===== src/rtl/alu_arb_pkg.sv =====
// Shared types and constants for the two-requester ALU arbiter.
// State encoding, ALU op-codes and default widths.
package alu_arb_pkg;

    localparam int DATA_W_DEF = 32;
    localparam int OP_W_DEF   = 3;

    typedef enum logic [1:0] {
        IDLE = 2'd0,
        EXEC = 2'd1,
        RESP = 2'd2
    } state_t;

    localparam logic [2:0] ALU_ADD = 3'b000;
    localparam logic [2:0] ALU_SUB = 3'b001;
    localparam logic [2:0] ALU_AND = 3'b010;
    localparam logic [2:0] ALU_OR  = 3'b011;
    localparam logic [2:0] ALU_NOT = 3'b100;
    localparam logic [2:0] ALU_SLT = 3'b101;

    function automatic logic other_req(input logic id);
        return ~id;
    endfunction

endpackage


===== src/rtl/alu_arbiter_rr_arb2.sv =====
// Combinational 2-way round-robin grant; zero latency, no state.
// A lone valid always wins; on a tie the pointer picks (0 -> requester 0).
module rr_arb2 (
    input  logic [1:0] valid,
    input  logic       ptr,
    output logic [1:0] grant
);

    always_comb begin
        grant = 2'b00;
        case (valid)
            2'b01:   grant = 2'b01;
            2'b10:   grant = 2'b10;
            2'b11:   grant = ptr ? 2'b10 : 2'b01;
            default: grant = 2'b00;
        endcase
    end

endmodule


===== src/rtl/alu_arbiter.sv =====
// Shares one combinational ALU between two valid/ready requesters, one op in flight,
// result pulse ALU_LAT+1 cycles after accept. ALU_ARB_STATS_EN adds grant counters.
module alu_arbiter
    import alu_arb_pkg::*;
#(
    parameter int DATA_W  = DATA_W_DEF,
    parameter int OP_W    = OP_W_DEF,
    parameter int ALU_LAT = 1
) (
    input  logic              clk,
    input  logic              rst,
    input  logic              req0_valid,
    output logic              req0_ready,
    input  logic [OP_W-1:0]   req0_op,
    input  logic [DATA_W-1:0] req0_a,
    input  logic [DATA_W-1:0] req0_b,
    output logic              rsp0_valid,
    output logic [DATA_W-1:0] rsp0_result,
    input  logic              req1_valid,
    output logic              req1_ready,
    input  logic [OP_W-1:0]   req1_op,
    input  logic [DATA_W-1:0] req1_a,
    input  logic [DATA_W-1:0] req1_b,
    output logic              rsp1_valid,
    output logic [DATA_W-1:0] rsp1_result,
    output logic [OP_W-1:0]   alu_op,
    output logic [DATA_W-1:0] alu_a,
    output logic [DATA_W-1:0] alu_b,
    input  logic [DATA_W-1:0] alu_result,
    output logic              busy
`ifdef ALU_ARB_STATS_EN
    ,
    output logic [15:0]       grant_cnt0,
    output logic [15:0]       grant_cnt1
`endif
);

    localparam logic [3:0] CNT_INIT = 4'(ALU_LAT - 1);

    state_t            state;
    logic              ptr;
    logic              gid;
    logic [3:0]        cnt;
    logic [OP_W-1:0]   op_q;
    logic [DATA_W-1:0] a_q;
    logic [DATA_W-1:0] b_q;
    logic [1:0]        grant;
    logic              idle_ok;
    logic              xfer0;
    logic              xfer1;

    rr_arb2 u_rr (
        .valid ({req1_valid, req0_valid}),
        .ptr   (ptr),
        .grant (grant)
    );

    // Ready is gated by rst so every output reads 0 while reset is held.
    assign idle_ok    = (state == IDLE) && !rst;
    assign req0_ready = idle_ok && grant[0];
    assign req1_ready = idle_ok && grant[1];
    assign xfer0      = req0_valid && req0_ready;
    assign xfer1      = req1_valid && req1_ready;

    assign alu_op = op_q;
    assign alu_a  = a_q;
    assign alu_b  = b_q;
    assign busy   = (state != IDLE);

    always_ff @(posedge clk or posedge rst) begin
        if (rst) begin
            state       <= IDLE;
            ptr         <= 1'b0;
            gid         <= 1'b0;
            cnt         <= 4'd0;
            op_q        <= '0;
            a_q         <= '0;
            b_q         <= '0;
            rsp0_valid  <= 1'b0;
            rsp1_valid  <= 1'b0;
            rsp0_result <= '0;
            rsp1_result <= '0;
        end else begin
            rsp0_valid <= 1'b0;
            rsp1_valid <= 1'b0;
            case (state)
                IDLE: begin
                    if (xfer0 || xfer1) begin
                        gid   <= xfer1;
                        op_q  <= xfer1 ? req1_op : req0_op;
                        a_q   <= xfer1 ? req1_a  : req0_a;
                        b_q   <= xfer1 ? req1_b  : req0_b;
                        cnt   <= CNT_INIT;
                        state <= EXEC;
                    end
                end
                EXEC: begin
                    if (cnt == 4'd0) begin
                        if (gid) begin
                            rsp1_valid  <= 1'b1;
                            rsp1_result <= alu_result;
                        end else begin
                            rsp0_valid  <= 1'b1;
                            rsp0_result <= alu_result;
                        end
                        state <= RESP;
                    end else begin
                        cnt <= cnt - 4'd1;
                    end
                end
                RESP: begin
                    ptr   <= other_req(gid);
                    state <= IDLE;
                end
                default: state <= IDLE;
            endcase
        end
    end

`ifdef ALU_ARB_STATS_EN
    always_ff @(posedge clk or posedge rst) begin
        if (rst) begin
            grant_cnt0 <= 16'd0;
            grant_cnt1 <= 16'd0;
        end else begin
            if (xfer0 && grant_cnt0 != 16'hFFFF) grant_cnt0 <= grant_cnt0 + 16'd1;
            if (xfer1 && grant_cnt1 != 16'hFFFF) grant_cnt1 <= grant_cnt1 + 16'd1;
        end
    end
`endif

endmodule

===== config.mk =====
export PLATFORM = sky130hd
export DESIGN_NAME = alu_arbiter
export DESIGN_NICKNAME = d
export VERILOG_FILES = /design/src/rtl/alu_arb_pkg.sv /design/src/rtl/alu_arbiter_rr_arb2.sv /design/src/rtl/alu_arbiter.sv
export SDC_FILE = /design/constraint.sdc
export NUM_CORES = 1
export LEC_CHECK = 0
export BUFFER_PORTS_ARGS = -buffer_cell sky130_fd_sc_hd__buf_2
export CAP_MARGIN = 20
export CORE_ASPECT_RATIO = 1.5
export CORE_MARGIN = 2
export CORE_UTILIZATION = 47
export DETAILED_ROUTE_END_ITERATION = 10
export GPL_TIMING_DRIVEN = 0
export MAX_ROUTING_LAYER = met4
export PLACE_DENSITY = 0.81
export SYNTH_ARGS = -nofsm -noshare
export SYNTH_HDL_FRONTEND = slang
export SYNTH_SLANG_ARGS = --single-unit

===== constraint.sdc =====
create_clock -name clk -period 5 [get_ports clk]
set_clock_uncertainty 0.2 [all_clocks]
set_input_delay 0.75 -clock clk [delete_from_list [all_inputs] [get_ports clk]]
set_output_delay 0.75 -clock clk [all_outputs]
set_load 0.05 [all_outputs]

Word-level counts from Yosys, hierarchy flattened --
Cells that the tools add are included.
Storage, ports and cells: register bits 141, word-level logic and storage cells 54, output and inout port bits 136, bits of input ports 170
Operators by class: bitwise gates (word level) 1, muxes and demuxes 17, eq/ne operators 8, add/subtract/negate cells 1, reductions and logical operators 16
Operator list (count):
- $mux W32 | 2
- $reduce_and A3 Y1 | 3
- $mux W4 | 2
- $pmux W4 S2 | 1
- $eq A2 B2 Y1 const B | 3
- $mux W1 | 6
- $mux W2 | 3
- $pmux W2 S3 | 1
- $logic_and A1 B1 Y1 | 5
- $eq A2 B1 Y1 const B | 2
- $logic_not A4 Y1 | 1
- $ne A2 B2 Y1 const B | 2
- $pmux W2 S2 | 1
- $reduce_and A2 Y1 | 2
- $reduce_bool A2 Y1 | 2
- $sub A4 B1 Y4 const B | 1
- $mux W3 | 1
- $logic_not A2 Y1 | 1
- $ne A2 B1 Y1 const B | 1
- $logic_not A1 Y1 | 1
- $logic_or A1 B1 Y1 | 1
- $not A1 Y1 | 1

Depth between registers and ports, before layout --
depth after elaboration 7, gate-level depth with buffers 7

Modules after synthesis --
Synthesis repeated with hierarchy kept, for this count alone.
Second synthesis, totals: cell total of the unflattened synthesis 581, area total of the unflattened synthesis 6322.3 um^2
Modules (own cells, without submodules):
- alu_arbiter | sequential area each 3528.4 um^2, instances 1, area an instance 6303.5 um^2, cells each 578
- rr_arb2 | sequential area each 0.0 um^2, instances 1, area an instance 18.8 um^2, cells each 3

Worst setup path before layout --
Ideal clock, no wire load.
path kind input port to output port, start point input rst, end point output req1_ready, required time 4.050 ns, arrival 2.470 ns, path slack 1.580 ns, stages 4, cell sequence or3_1 buf_2 buf_6 nor3_1
Between the ends: cells in the longest elaborated chain, start to end 3
Ends and longest elaborated chain:
- start: declaration | RTL line alu_arbiter.sv:11 | input logic rst,
- $logic_not A1 Y1 (no line)
- $logic_and A1 B1 Y1 | RTL line alu_arbiter.sv:59 | assign idle_ok = (state == IDLE) && !rst;
- $logic_and A1 B1 Y1 | RTL line alu_arbiter.sv:61 | assign req1_ready = idle_ok && grant[1];
- end: declaration | RTL line alu_arbiter.sv:20 | output logic req1_ready,
No other way between the ends.

Final worst setup path --
start point register state[0], end point output req0_ready
Between the ends: cells in the longest elaborated chain, start to end 3
Ends and longest elaborated chain:
- start: declaration | RTL line alu_arbiter.sv:40 | state_t state;
- start signal: assignment | RTL line alu_arbiter.sv:72 | state <= IDLE;
- start signal: assignment | RTL line alu_arbiter.sv:94 | state <= EXEC;
- start signal: assignment | RTL line alu_arbiter.sv:106 | state <= RESP;
- $logic_not A2 Y1 | RTL line alu_arbiter.sv:59
- $logic_and A1 B1 Y1 | RTL line alu_arbiter.sv:59
- $logic_and A1 B1 Y1 | RTL line alu_arbiter.sv:60 | assign req0_ready = idle_ok && grant[0];
- end: declaration | RTL line alu_arbiter.sv:13 | output logic req0_ready,
No other way between the ends.

==> flow_summary.toml <==
[outcome]
outcome = "complete, but fails checks"
violations = "DRC"

[timing]
grt_setup_unrepaired = "no"
slew_headroom = 0.493
final_max_slew_viol_count = 0
hold_violations = 0
timing.hold.ws_ns = 0.234
layout_min_cycle_time_ns = 3.32
fmax_mhz = 301
fin_setup_tns_ns = 0
setup_viol = 0
worstMarginPinSlew_ns = 0.757
post-route-period-util = 0.664

[synthesis]
synth_seq_area_share = 0.540
post_synth.cell_area_avg_um2 = 11.1
ys_warn_count = 0
synth.distinct_cells = 31
synth_area_leader_cell = "dfrtp_1"
synthesis.instances = 587
yosys-mux-area-fraction = 0.114
synth_nets = 758
synth_top_area_frac = 0.540
synth_top_family_by_area = "compound AO/OA/AOI/OAI gates"
synth-simple-area-share = 0.0896
synth_seq_cells = 141
synth_fa_ha_area_frac = 0.00191
synthXorXnorAreaFrac = 0
synth_compound_area_frac = 0.199
synthTopCellsByArea = "dfrtp_1, mux2_2, o31ai_1"
netlist_area_um2 = 6540

[worst_setup_path]
crit_buf_inv = 2
critPathSlowestCell = "nor3_2"
crit_top_cell = "buf_2"
crit_type = "flop to output pin"
critPathArrivalTime_ns = 2.37
worstPathCellList = "nor3_2 -> buf_2 -> nand2_1 -> a21oi_1 -> buf_2"
cpPeakStageDelay_ns = 0.66
startpoint_type = "flop"
cp.required_ns = 4.05
crit_fanout = 10
crit_family = "simple AND/OR/NAND/NOR gates"
cp-end-kind = "output pin"

[pwr]
finalPower_mw = 7.31
vdd_ir_drop_max_v = 0.000450
p_leak_nw = 3.99
powerDensity_nw_per_um2 = 824

[clocking]
cts_made_buffers = 17
htree_num_levels = 4
cts_resized = 0
clockBufferDepth = 2
ctsHoldBuffers = 0
path_clk_slew_ns = 0.06
cts_root_buffer = "clkbuf_16"
cts_sinks = 141
cts_tree = "done"
clock_latency_ns = 0.41
cts_setup_buffers = 0

[final_layout]
final_util = 0.655
multi_input_area_um2 = 2640
layout-area-overhead-vs-synth_pct = 35.7
seq_area_um2 = 3530
drive_gt1_frac = 0.468
fin_nets = 1082
final_area_um2 = 8870
fillers = 1131

[global_routing]
grt_pass1_wl_um = 32700
first_global_vias = 6359
antenna_found_initial = 2
grt_max_degree = 85
grt_overflow = 0
grt_use_total = 0.290

[route]
drtAntennaViolNets = 0
initialDrtViolationCount = 304
wl_um = 21100
viasPerCell = 5.91
top_layer_used = "met4"
drt_first_pass_iters = 8
wl_met3_um = 1700
vias = 6422
met2_length_um = 11200
post-route-drc-count = 2
wl_met1_um = 7640
route.detailed.wl_per_inst_um = 19.4

[floorplan]
core_area_um2 = 13500
die_x_um = 100
fp.dieH_um = 148
io_pins = 306
die_area_um2 = 14900
start_util = 0.483
fp-row-count = 52

[hold_path]
hp-class = "input port to asynchronous set/reset pin"

[placement]
place_area_um2 = 8290
gp_congestion = 0.881
portBuffers = 304
dp_hpwl_um = 15800

[flow_run]
drv_cap = 0
-- worst reg2reg max path, cell delays in order (launching register included) --
cell	delay, ns
dfrtp_1	0.38
inv_1	0.08
ha_1	0.18
nor3b_2	0.35
nand3_2	0.32
inv_2	0.27
buf_6	0.19
mux2_2	0.35
-- metal layers --
metal	GRT usage	up-vias
met5	-	-
met2	0.497	345
li1	-	2945
met1	0.331	3094
met3	0.0634	38
met4	0.103	0
-- cell type report --
class | count | area share
clock inverters | 12 | 0.0158
well taps | 162 | 0.0229
inverters | 6 | 0.00310
plain buffers | 73 | 0.0387
clock buffers | 19 | 0.0488
diodes | 2 | 0.000564
multi-input cells | 367 | 0.298
flip-flops and latches | 141 | 0.398
repair buffers | 305 | 0.175
-- synthesized netlist by cell type --
master / number
a21o_1: 1
a21oi_1: 69
a31oi_1: 67
buf_1: 2
buf_2: 16
buf_4: 1
buf_6: 6
clkbuf_1: 48
dfrtp_1: 141
ha_1: 1
inv_1: 4
inv_2: 2
mux2_2: 65
mux2i_1: 1
nand2_1: 2
nand2b_1: 4
nand3_2: 1
nand4_1: 67
nor2_1: 2
nor2_2: 1
nor2b_1: 2
nor3_1: 3
nor3_2: 1
nor3b_2: 1
nor4_4: 1
o21ai_0: 4
o22ai_1: 1
o31ai_1: 67
or2_2: 2
or3_1: 3
or4_1: 1
-- metrics by stage --
stage                     std cells  worst slack, ns
after floorplan                 587            0.269
after global placement         1053            -1.43
after detailed placement       1054             1.69
after CTS                      1085             1.67
after global routing           1087             1.48
final                          1087             1.68
-- cells in the final DEF, fill, tap and decap left out, types with 2 or more instances in the layout --
cell       instances
clkbuf_1          50
a21oi_1           69
clkbuf_16         17
nand2b_1           4
inv_1              3
mux2_2            65
or2_2              2
nand2_1            2
or3_1              3
inv_6              3
nand4_1           67
a31oi_1           67
nor2b_1            2
diode_2            2
o21ai_0            4
bufinv_16          2
inv_2              2
buf_1              2
dfrtp_1          141
clkinv_4           6
nor2_1             2
buf_2            320
buf_6              6
nor3_1             3
clkinv_2           2
o31ai_1           67
-- path summary, 6_finish.rpt --
kind	startpoint	endpoint	slack (ns)	cells after the start
setup / recovery	state[0]	req0_ready	1.68	5
hold / removal	rst	state[0]	0.23	2
setup reg to reg	cnt[0]	rsp1_result[11]	2.55	7
hold reg to reg	rsp1_result[23]	rsp1_result[23]	0.30	1
max in group asynchronous	rst	alu_a[27]	3.60	3
min in group clk	rsp1_result[23]	rsp1_result[23]	0.30	1
-- registers in the layout, summed over array words and instances (netlist names) --
register,cells
rsp1_result,32
gid,1
rsp1_valid,1
alu_b,32
ptr,1
state,2
alu_a,32
rsp0_valid,1
rsp0_result,32
alu_op,3
cnt,4
-- cell families (layout without fill, tap and decap cells) --
kind of cell,Yosys count,after routing
muxes,66,66
DFF,141,141
adders and majority gates,1,1
buffers and inverters,79,415
other,0,2
AOI/OAI and AO/OA,209,209
and+or+nand+nor,91,91
-- power by group --
part           switching [mW]  leakage, nW  internal [mW]
clock network           0.492        0.282          0.738
registers               0.312         1.64           1.71
logic                    3.03         2.08           1.04
Note: power is estimated with default switching activity, not from simulation.
